File: config.mk
export PLATFORM = sky130hd
export DESIGN_NAME = pe_mac_responder_flat
export DESIGN_NICKNAME = d
export VERILOG_FILES = /design/src/rtl/pe_mac_responder_if.sv /design/src/rtl/pe_mac_responder.sv /design/src/flat_wrapper.sv
export SDC_FILE = /design/constraint.sdc
export NUM_CORES = 2
export LEC_CHECK = 0
export CAP_MARGIN = 25
export CORE_MARGIN = 3
export CORE_UTILIZATION = 45
export CTS_BUF_LIST = sky130_fd_sc_hd__clkbuf_16
export DETAILED_ROUTE_END_ITERATION = 12
export HOLD_SLACK_MARGIN = 0.06
export PLACE_DENSITY = 0.58
export RECOVER_POWER = 100
export SETUP_SLACK_MARGIN = 0.15
export SLEW_MARGIN = 20
export SYNTH_ARGS = -nofsm -noshare
export SYNTH_HDL_FRONTEND = slang
export SYNTH_SLANG_ARGS = --single-unit
File: constraint.sdc
create_clock -name clk -period 16.1 [get_ports clk]
set_clock_uncertainty 0.15 [all_clocks]
set_input_delay 4.025 -clock clk [delete_from_list [all_inputs] [get_ports clk]]
set_output_delay 4.025 -clock clk [all_outputs]
set_load 0.03 [all_outputs]
File: src/rtl/pe_mac_responder_if.sv
// Handshake and data bundle between the PE controller (master) and the MAC responder datapath (slave).
interface pe_mac_responder_if #(
  parameter int DW = 16,
  parameter int AW = 36
);
  logic                 inready;
  logic                 krnready;
  logic signed [DW-1:0] in_re;
  logic signed [DW-1:0] in_im;
  logic signed [DW-1:0] krn_re;
  logic signed [DW-1:0] krn_im;
  logic                 mulvalid;
  logic                 rdfifo;
  logic signed [AW-1:0] psum_re;
  logic signed [AW-1:0] psum_im;
  logic                 outready;
  logic signed [AW-1:0] out_re;
  logic signed [AW-1:0] out_im;
  logic                 out_valid;
  logic                 busy;
  logic                 err;

  modport master (
    output inready, krnready, in_re, in_im, krn_re, krn_im, rdfifo, psum_re, psum_im, outready,
    input  mulvalid, out_re, out_im, out_valid, busy, err
  );

  modport slave (
    input  inready, krnready, in_re, in_im, krn_re, krn_im, rdfifo, psum_re, psum_im, outready,
    output mulvalid, out_re, out_im, out_valid, busy, err
  );
endinterface

File: src/rtl/pe_mac_responder.sv
// PE datapath responder: one complex multiply per operand pair, saturating add of a psum, result held for write-back.
module pe_mac_responder #(
  parameter int DW     = 16,
  parameter int AW     = 36,
  parameter int MULLAT = 3
) (
  input logic               clk,
  input logic               rstn,
  pe_mac_responder_if.slave bus
);
  localparam int PW = 2 * DW + 1;

  typedef enum logic [2:0] {
    ST_IDLE = 3'd0,
    ST_MUL  = 3'd1,
    ST_HOLD = 3'd2,
    ST_PSUM = 3'd3,
    ST_ADD  = 3'd4,
    ST_DONE = 3'd5
  } state_e;

  state_e                 state_r, next_state_s;
  logic [2:0]             cnt_r;
  logic signed [DW-1:0]   a_re_r, a_im_r, b_re_r, b_im_r;
  logic signed [2*DW-1:0] rr_s, ii_s, ri_s, ir_s;
  logic signed [PW-1:0]   prod_re_s, prod_im_s, prod_re_r, prod_im_r;
  logic signed [AW-1:0]   psum_re_r, psum_im_r, out_re_r, out_im_r;
  logic signed [AW:0]     sum_re_s, sum_im_s;
  logic                   capture_s, viol_s, mul_done_s;
  logic                   mulvalid_r, out_valid_r, busy_r, err_r;

  function automatic logic signed [AW-1:0] sat_fn(input logic signed [AW:0] v);
    logic signed [AW-1:0] r;
    if (v[AW] != v[AW-1]) begin
      r = v[AW] ? {1'b1, {(AW-1){1'b0}}} : {1'b0, {(AW-1){1'b1}}};
    end else begin
      r = v[AW-1:0];
    end
    return r;
  endfunction

  function automatic logic signed [PW-1:0] sext_prod(input logic signed [2*DW-1:0] p);
    return {p[2*DW-1], p};
  endfunction

  // Exact complex product from the captured operands, one guard bit wide.
  assign rr_s      = a_re_r * b_re_r;
  assign ii_s      = a_im_r * b_im_r;
  assign ri_s      = a_re_r * b_im_r;
  assign ir_s      = a_im_r * b_re_r;
  assign prod_re_s = sext_prod(rr_s) - sext_prod(ii_s);
  assign prod_im_s = sext_prod(ri_s) + sext_prod(ir_s);

  assign sum_re_s = {{(AW+1-PW){prod_re_r[PW-1]}}, prod_re_r} + {psum_re_r[AW-1], psum_re_r};
  assign sum_im_s = {{(AW+1-PW){prod_im_r[PW-1]}}, prod_im_r} + {psum_im_r[AW-1], psum_im_r};

  assign mul_done_s = (state_r == ST_MUL) && (cnt_r == 3'd0);

  // Any strobe arriving in a state that cannot accept it is a violation; it is otherwise ignored.
  assign viol_s = ((bus.inready || bus.krnready) && (state_r != ST_IDLE))
               || ((bus.inready ^ bus.krnready) && (state_r == ST_IDLE))
               || (bus.rdfifo && (state_r != ST_HOLD))
               || (bus.outready && (state_r != ST_DONE));

  // Next-state decode and operand-capture strobe.
  always_comb begin
    next_state_s = state_r;
    capture_s    = 1'b0;
    case (state_r)
      ST_IDLE: begin
        if (bus.inready && bus.krnready) begin
          capture_s    = 1'b1;
          next_state_s = ST_MUL;
        end else begin
          next_state_s = ST_IDLE;
        end
      end
      ST_MUL: begin
        if (cnt_r == 3'd0) begin
          next_state_s = ST_HOLD;
        end else begin
          next_state_s = ST_MUL;
        end
      end
      ST_HOLD: begin
        if (bus.rdfifo) begin
          next_state_s = ST_PSUM;
        end else begin
          next_state_s = ST_HOLD;
        end
      end
      ST_PSUM: next_state_s = ST_ADD;
      ST_ADD:  next_state_s = ST_DONE;
      ST_DONE: begin
        if (bus.outready) begin
          next_state_s = ST_IDLE;
        end else begin
          next_state_s = ST_DONE;
        end
      end
      default: next_state_s = ST_IDLE;
    endcase
  end

  // State register.
  always_ff @(posedge clk or negedge rstn) begin
    if (!rstn) begin
      state_r <= ST_IDLE;
    end else begin
      state_r <= next_state_s;
    end
  end

  // Datapath registers and registered status outputs.
  always_ff @(posedge clk or negedge rstn) begin
    if (!rstn) begin
      cnt_r       <= 3'd0;
      a_re_r      <= '0;
      a_im_r      <= '0;
      b_re_r      <= '0;
      b_im_r      <= '0;
      prod_re_r   <= '0;
      prod_im_r   <= '0;
      psum_re_r   <= '0;
      psum_im_r   <= '0;
      out_re_r    <= '0;
      out_im_r    <= '0;
      mulvalid_r  <= 1'b0;
      out_valid_r <= 1'b0;
      busy_r      <= 1'b0;
      err_r       <= 1'b0;
    end else begin
      if (capture_s) begin
        a_re_r <= bus.in_re;
        a_im_r <= bus.in_im;
        b_re_r <= bus.krn_re;
        b_im_r <= bus.krn_im;
        cnt_r  <= 3'(MULLAT - 1);
      end else if ((state_r == ST_MUL) && (cnt_r != 3'd0)) begin
        cnt_r <= cnt_r - 3'd1;
      end
      if (mul_done_s) begin
        prod_re_r <= prod_re_s;
        prod_im_r <= prod_im_s;
      end
      if (state_r == ST_PSUM) begin
        psum_re_r <= bus.psum_re;
        psum_im_r <= bus.psum_im;
      end
      if (state_r == ST_ADD) begin
        out_re_r <= sat_fn(sum_re_s);
        out_im_r <= sat_fn(sum_im_s);
      end
      out_valid_r <= (state_r == ST_DONE) && bus.outready;
      mulvalid_r  <= (next_state_s == ST_HOLD);
      busy_r      <= (next_state_s != ST_IDLE);
      err_r       <= err_r | viol_s;
    end
  end

  assign bus.mulvalid  = mulvalid_r;
  assign bus.out_valid = out_valid_r;
  assign bus.out_re    = out_re_r;
  assign bus.out_im    = out_im_r;
  assign bus.busy      = busy_r;
  assign bus.err       = err_r;
endmodule

File: src/flat_wrapper.sv
// flat-port wrapper written by rule: the top's interface ports become plain ports
module pe_mac_responder_flat 
#(
  parameter int DW     = 16,
  parameter int AW     = 36,
  parameter int MULLAT = 3
)
  (clk, rstn, bus_inready, bus_krnready, bus_in_re, bus_in_im, bus_krn_re, bus_krn_im, bus_rdfifo, bus_psum_re, bus_psum_im, bus_outready, bus_mulvalid, bus_out_re, bus_out_im, bus_out_valid, bus_busy, bus_err);
  pe_mac_responder_if #(.DW(DW), .AW(AW)) bus_i ();
  input logic clk;
  input logic rstn;
  input wire logic [$bits(bus_i.inready)-1:0] bus_inready;
  input wire logic [$bits(bus_i.krnready)-1:0] bus_krnready;
  input wire logic [$bits(bus_i.in_re)-1:0] bus_in_re;
  input wire logic [$bits(bus_i.in_im)-1:0] bus_in_im;
  input wire logic [$bits(bus_i.krn_re)-1:0] bus_krn_re;
  input wire logic [$bits(bus_i.krn_im)-1:0] bus_krn_im;
  input wire logic [$bits(bus_i.rdfifo)-1:0] bus_rdfifo;
  input wire logic [$bits(bus_i.psum_re)-1:0] bus_psum_re;
  input wire logic [$bits(bus_i.psum_im)-1:0] bus_psum_im;
  input wire logic [$bits(bus_i.outready)-1:0] bus_outready;
  output wire logic [$bits(bus_i.mulvalid)-1:0] bus_mulvalid;
  output wire logic [$bits(bus_i.out_re)-1:0] bus_out_re;
  output wire logic [$bits(bus_i.out_im)-1:0] bus_out_im;
  output wire logic [$bits(bus_i.out_valid)-1:0] bus_out_valid;
  output wire logic [$bits(bus_i.busy)-1:0] bus_busy;
  output wire logic [$bits(bus_i.err)-1:0] bus_err;
  assign bus_i.inready = bus_inready;
  assign bus_i.krnready = bus_krnready;
  assign bus_i.in_re = bus_in_re;
  assign bus_i.in_im = bus_in_im;
  assign bus_i.krn_re = bus_krn_re;
  assign bus_i.krn_im = bus_krn_im;
  assign bus_i.rdfifo = bus_rdfifo;
  assign bus_i.psum_re = bus_psum_re;
  assign bus_i.psum_im = bus_psum_im;
  assign bus_i.outready = bus_outready;
  assign bus_mulvalid = bus_i.mulvalid;
  assign bus_out_re = bus_i.out_re;
  assign bus_out_im = bus_i.out_im;
  assign bus_out_valid = bus_i.out_valid;
  assign bus_busy = bus_i.busy;
  assign bus_err = bus_i.err;
  pe_mac_responder #(.DW(DW), .AW(AW), .MULLAT(MULLAT)) u_core (.clk(clk), .rstn(rstn), .bus(bus_i));
endmodule
; ---- After elaboration in Yosys (flattened, before gate mapping)
; Cells that the tools add are included.
[op_classes]
addsub = 5
multipliers = 4
div_mod_pow = 0
order_cmp = 0
n_eq_ne = 10
shifts = 0
mux = 13
n_bitwise = 2
n_reduce_logical = 18
[op_table]
columns = operator, count
row1 = $mux W36, 4
row2 = $mul A16 B16 Y32, 4
row3 = $add A33 B36 Y37, 2
row4 = $add A32 B32 Y33, 1
row5 = $sub A32 B32 Y33, 1
row6 = $pmux W3 S6, 1
row7 = $eq A3 B2 Y1 const B, 3
row8 = $mux W3, 3
row9 = $reduce_bool A3 Y1, 3
row10 = $logic_and A1 B1 Y1, 8
row11 = $eq A3 B3 Y1 const B, 2
row12 = $logic_not A3 Y1, 2
row13 = $logic_or A1 B1 Y1, 4
row14 = $mux W1, 4
row15 = $eq A3 B1 Y1 const B, 1
row16 = $ne A3 B2 Y1 const B, 1
row17 = $ne A3 B3 Y1 const B, 1
row18 = $sub A3 B1 Y3 const B, 1
row19 = $mux W2, 1
row20 = $ne A1 B1 Y1, 2
row21 = $reduce_bool A2 Y1, 1
row22 = $or A1 B1 Y1, 1
row23 = $xor A1 B1 Y1, 1
[word_totals]
register_bits = 284
latch_bits = 0
ram_bits = 0
romBits = 0
inputBits = 142
output_inout_bits = 76
word_cells = 68
memories = 0

; ---- Logic depth before layout (Yosys ltp)
[depth]
ltp_word = 6
ltp_mapped = 29
mapped_depth_nobuf = 28

; ---- Least setup slack after synthesis
; Ideal clock, no wire load.
[synth_timing]
path_kind = reg2reg
startpoint = register u_core.a_im_r[15]
endpoint = register u_core.prod_im_r[31]
setup_ns = 0.135
arrival_time_ns = 7.375
t_required_ns = 15.815
setup_slack_ns = 8.441
path_stages_with_launch = 27
n_path_buf = 1
synth_period_minus_slack_ns = 7.659
cell_sequence = dfrtp_1 > clkbuf_1 > nand2_1 > inv_1 > fa_1 > fa_1 > inv_1 > fa_1 > inv_1 > fa_1 > fa_1 > fa_1 > fa_1 > inv_1 > fa_1 > inv_1 > ha_1 > a21o_1 > a21o_1 > or3_1 > o21ai_0 > a21oi_1 > a221oi_1 > a211o_1 > mux2i_1 > xnor2_1 > o21ai_0
[synth_between]
elab_chain_cells = 2
[synth_lines]
columns = element, line_no
row1 = start: declaration, pe_mac_responder.sv:24  ; logic signed [DW-1:0] a_re_r, a_im_r, b_re_r, b_im_r;
row2 = start signal: assignment, pe_mac_responder.sv:135  ; a_im_r <= bus.in_im;
row3 = $mul A16 B16 Y32, pe_mac_responder.sv:50  ; assign ir_s = a_im_r * b_re_r;
row4 = $add A32 B32 Y33, pe_mac_responder.sv:52  ; assign prod_im_s = sext_prod(ri_s) + sext_prod(ir_s);
row5 = end signal: assignment, pe_mac_responder.sv:144  ; prod_im_r <= prod_im_s;
row6 = end: declaration, pe_mac_responder.sv:26  ; logic signed [PW-1:0] prod_re_s, prod_im_s, prod_re_r, prod_im_r;
; Every way passes these cells.
; A chain may end at the register's enable or synchronous reset.

==> impl_metrics.toml <==
[floorplanning]
rows = 127
io_pins = 218
die_area_um2 = 126000
die_w_um = 355
core-area_um2 = 121000
die_h_um = 355
initial_core_util_pct = 45.5

[drt]
wl_met1_um = 63300
post-route-drc-count = 0
dr.max_layer_used = "met4"
drtAntennaViolNets = 0
dr.pass1.iters = 5
wl_per_cell_um = 18.7
drtIter0Drc = 2061
met2WireLength_um = 66200
wl_um = 139000
drt-vias-per-instance = 5.09
wl_met3_um = 7020
dr_total_vias = 37900

[placement]
port_buffers = 217
gp_congestion = 0.853
hpwl_um = 111000
dpl_cell_area_um2 = 58700

[synthesis]
seq_area_frac_synth_pct = 12.9
synth_xor_area_share_pct = 2.39
syn_area_um2 = 54900
yosys_warnings = 0
synth-compound-area-share_pct = 6.34
synthCells = 5725
ys_seq_elements = 284
synth_edf_count = 0
synth_top_family_by_area = "adder cells"
synth_simple_gate_area_share_pct = 12.7
synth.distinct_cells = 74
synthFlopType = "dfrtp_1"
yosys.area_share.adder_pct = 51.6
syn-num-nets = 7428
synth.area.mux_share_pct = 3.10
synth.avg_cell_area_um2 = 9.59
async_flop_share_pct = 100

[setup_path]
critPathSlowestCell = "clkbuf_1"
cp_data_arrival_time_ns = 10.49
crit_top_cell = "buf_4"
cp_cell_sequence = "clkbuf_1 > buf_4 > buf_4"
crit_family = "buffers and inverters"
crit_type = "in2async"
cp_max_fo = 114
end_kind = "async pin"
cp_data_required_time_ns = 16.55
slowest_delay_ns = 4.32
crit_buf_inv = 3
regToRegStartpoint = "u_core.b_re_r[5]"
reg2reg_to = "u_core.prod_im_r[30]"
ff2ff_path_depth = 26
ff2ff_setup_slack_ns = 6.86
crit_path_start_kind = "input port"

[worst_hold_path]
whs_path_depth = 2
hold_start = "u_core.bus.out_re[27]"
hold_path_end = "u_core.bus.out_re[27]"
min_path_type = "reg2reg"

[global_route]
overflow = 0
track_usage_pct = 23.2
antenna_found_initial = 2
grt_max_degree = 115
grt_pass1_wl_um = 229000
grt_pass1_vias = 40600

[status]
violations = "max-capacitance violations, max-slew violations"
status = "finished, violations left"

[layout]
layout-drive-gt1-share_pct = 4.94
nets = 7506
multi_input_area_um2 = 41800
syn_to_final_growth_pct = 9.02
final_area_um2 = 59900
fill_cells = 11400
seqCellArea_um2 = 7120

[cts]
cts_made_buffers = 38
htree_levels = 2
cts_setup_buffers = 0
insertion_delay_ns = 0.62
cts_hold_buf = 0
clock-root-buffer = "clkbuf_16"
clk_path_buf_depth = 3
cts_resized = 0
tritoncts = "built"
clkSinkCount = 284
clk_pin_slew_ns = 0.06

[sta]
period_share_pct = 62.4
max_slew_margin_pct = -321
worst_slew_pin_slew_ns = 6.32
fmax_ghz = 0.0996
period_needed_ns = 10.04
rsz0062_at_grt = "no"
slew_violations = 314
finalSetupViolations = 0
final-hold-violation-count = 0
fin_setup_tns_ns = 0

[job]
maxCapViolCount = 6
==> logic make-up after synthesis <==
logic type	after synthesis
flip-flops	284
AO/OA/AOI/OAI	558
AND/OR/NAND/NOR	1437
adder cells (fa/ha/maj)	1561
buffers and inverters	1586
multiplexers	150
XOR/XNOR	149
==> worst reg2reg max path, stage by stage, from the launching register on <==
cell	delay, ns
dfrtp_1	0.95
clkbuf_1	0.88
nand2_1	0.26
fa_1	0.65
inv_1	0.07
fa_1	0.57
inv_1	0.19
fa_1	0.52
inv_1	0.05
fa_1	0.54
fa_1	0.43
fa_1	0.47
fa_1	0.49
inv_1	0.05
fa_1	0.51
inv_1	0.06
ha_1	0.34
and3_1	0.21
nand3_1	0.12
nor2_1	0.07
a21o_1	0.18
a211oi_1	0.33
o21bai_1	0.18
a211oi_1	0.35
nor2_1	0.09
xor2_1	0.15
mux2_2	0.25
==> worst max-delay path by stage <==
stage | slack (ns) | startpoint | cells after the start | endpoint
2_1_floorplan | 8.44 | u_core.a_im_r[15] | 26 | u_core.prod_im_r[31]
3_3_place_gp | 7.73 | u_core.b_re_r[5] | 26 | u_core.prod_im_r[30]
3_5_place_dp | 7.57 | u_core.b_re_r[5] | 26 | u_core.prod_im_r[30]
4_1_cts | 7.52 | u_core.b_re_r[5] | 26 | u_core.prod_im_r[30]
5_1_grt | 4.63 | rstn | 1 | u_core.b_re_r[11]
6_report | 6.06 | rstn | 3 | u_core.a_im_r[5]
==> layout by cell type, fill, tap and decap left out, drive strengths merged, types with 6 or more instances in the layout <==
| cell type | Yosys | routed |
|---|---|---|
| a211oi | 18 | 18 |
| a21o | 62 | 62 |
| nor2 | 124 | 124 |
| clkdlybuf4s50 | 0 | 66 |
| xnor2 | 106 | 106 |
| inv | 1335 | 1348 |
| and2 | 465 | 465 |
| nand2 | 683 | 683 |
| nand4 | 7 | 7 |
| ha | 386 | 386 |
| o31ai | 9 | 9 |
| a21boi | 6 | 6 |
| o211ai | 13 | 13 |
| xor2 | 43 | 43 |
| bufinv | 0 | 6 |
| nor2b | 14 | 14 |
| o21a | 26 | 26 |
| o21bai | 21 | 21 |
| dlygate4sd3 | 0 | 150 |
| a21oi | 179 | 179 |
| fa | 1175 | 1175 |
| a31oi | 10 | 10 |
| and3 | 20 | 20 |
| buf | 16 | 66 |
| o2111ai | 7 | 7 |
| dfrtp | 284 | 284 |
| mux2 | 146 | 146 |
| clkbuf | 235 | 45 |
| nand2b | 58 | 58 |
| nor4 | 6 | 6 |
| a211o | 10 | 10 |
| nand3 | 22 | 22 |
| nor3 | 13 | 13 |
| or3 | 7 | 7 |
| o21ai | 161 | 161 |
| clkinv | 0 | 10 |
==> routing by layer <==
metal | vias up | GRT usage [%]
met4 | 0 | 4.73
met3 | 135 | 2.83
met5 | - | 0
li1 | 17200 | -
met1 | 19700 | 33.2
met2 | 873 | 38.1
==> through the flow <==
stage	hold slack (ns)	utilization, %	setup WS [ns]	cells
global placement	0.308	48.7	7.73	7375
global route	0.358	49.6	4.63	7443
detailed placement	0.319	48.7	7.57	7375
floorplan	0.303	-	8.44	5725
CTS	0.332	49.7	7.52	7443
finish	0.318	49.6	6.06	7444
==> registers in the layout, indices dropped and copies added, names as in the netlist, 33 cells and up <==
signal,cells
u_core.prod_re_r,33
u_core.bus.out_im,36
u_core.prod_im_r,33
u_core.bus.out_re,36
u_core.psum_re_r,36
u_core.psum_im_r,36
==> synthesized netlist by cell type, drive strengths merged (7+ instances only) <==
master | number | area share, %
a211o | 10 | 0.16
dfrtp | 284 | 13
and3 | 20 | 0.23
inv | 1335 | 9.1
a21oi | 179 | 1.6
o211ai | 13 | 0.21
xor2 | 43 | 0.69
a211oi | 18 | 0.26
nand2b | 58 | 0.66
nand4 | 7 | 0.080
o21ai | 161 | 1.5
o31ai | 9 | 0.12
buf | 16 | 0.20
mux2 | 146 | 3.0
nor2b | 14 | 0.16
ha | 386 | 8.8
nand2 | 683 | 4.7
nor3 | 13 | 0.12
o2111ai | 7 | 0.12
o21a | 26 | 0.36
xnor2 | 106 | 1.7
clkbuf | 235 | 1.6
o21bai | 21 | 0.29
or3 | 7 | 0.080
nor2 | 124 | 0.87
a31oi | 10 | 0.15
fa | 1175 | 43
and2 | 465 | 5.3
nand3 | 22 | 0.20
a21o | 62 | 0.85
==> final cells by class <==
class                   instances  share of cell area, %
well taps                    1612                   3.37
inverters                    1335                   8.37
flip-flops and latches        284                   11.9
multi-input cells            3855                   69.8
clock inverters                30                  0.550
clock buffers                  38                   1.59
diodes                          1                0.00418
repair buffers                289                   4.48
Power is left out: the tool's default activity adds up to more than one toggle a clock period on the data nets, which glitch-free logic cannot reach.
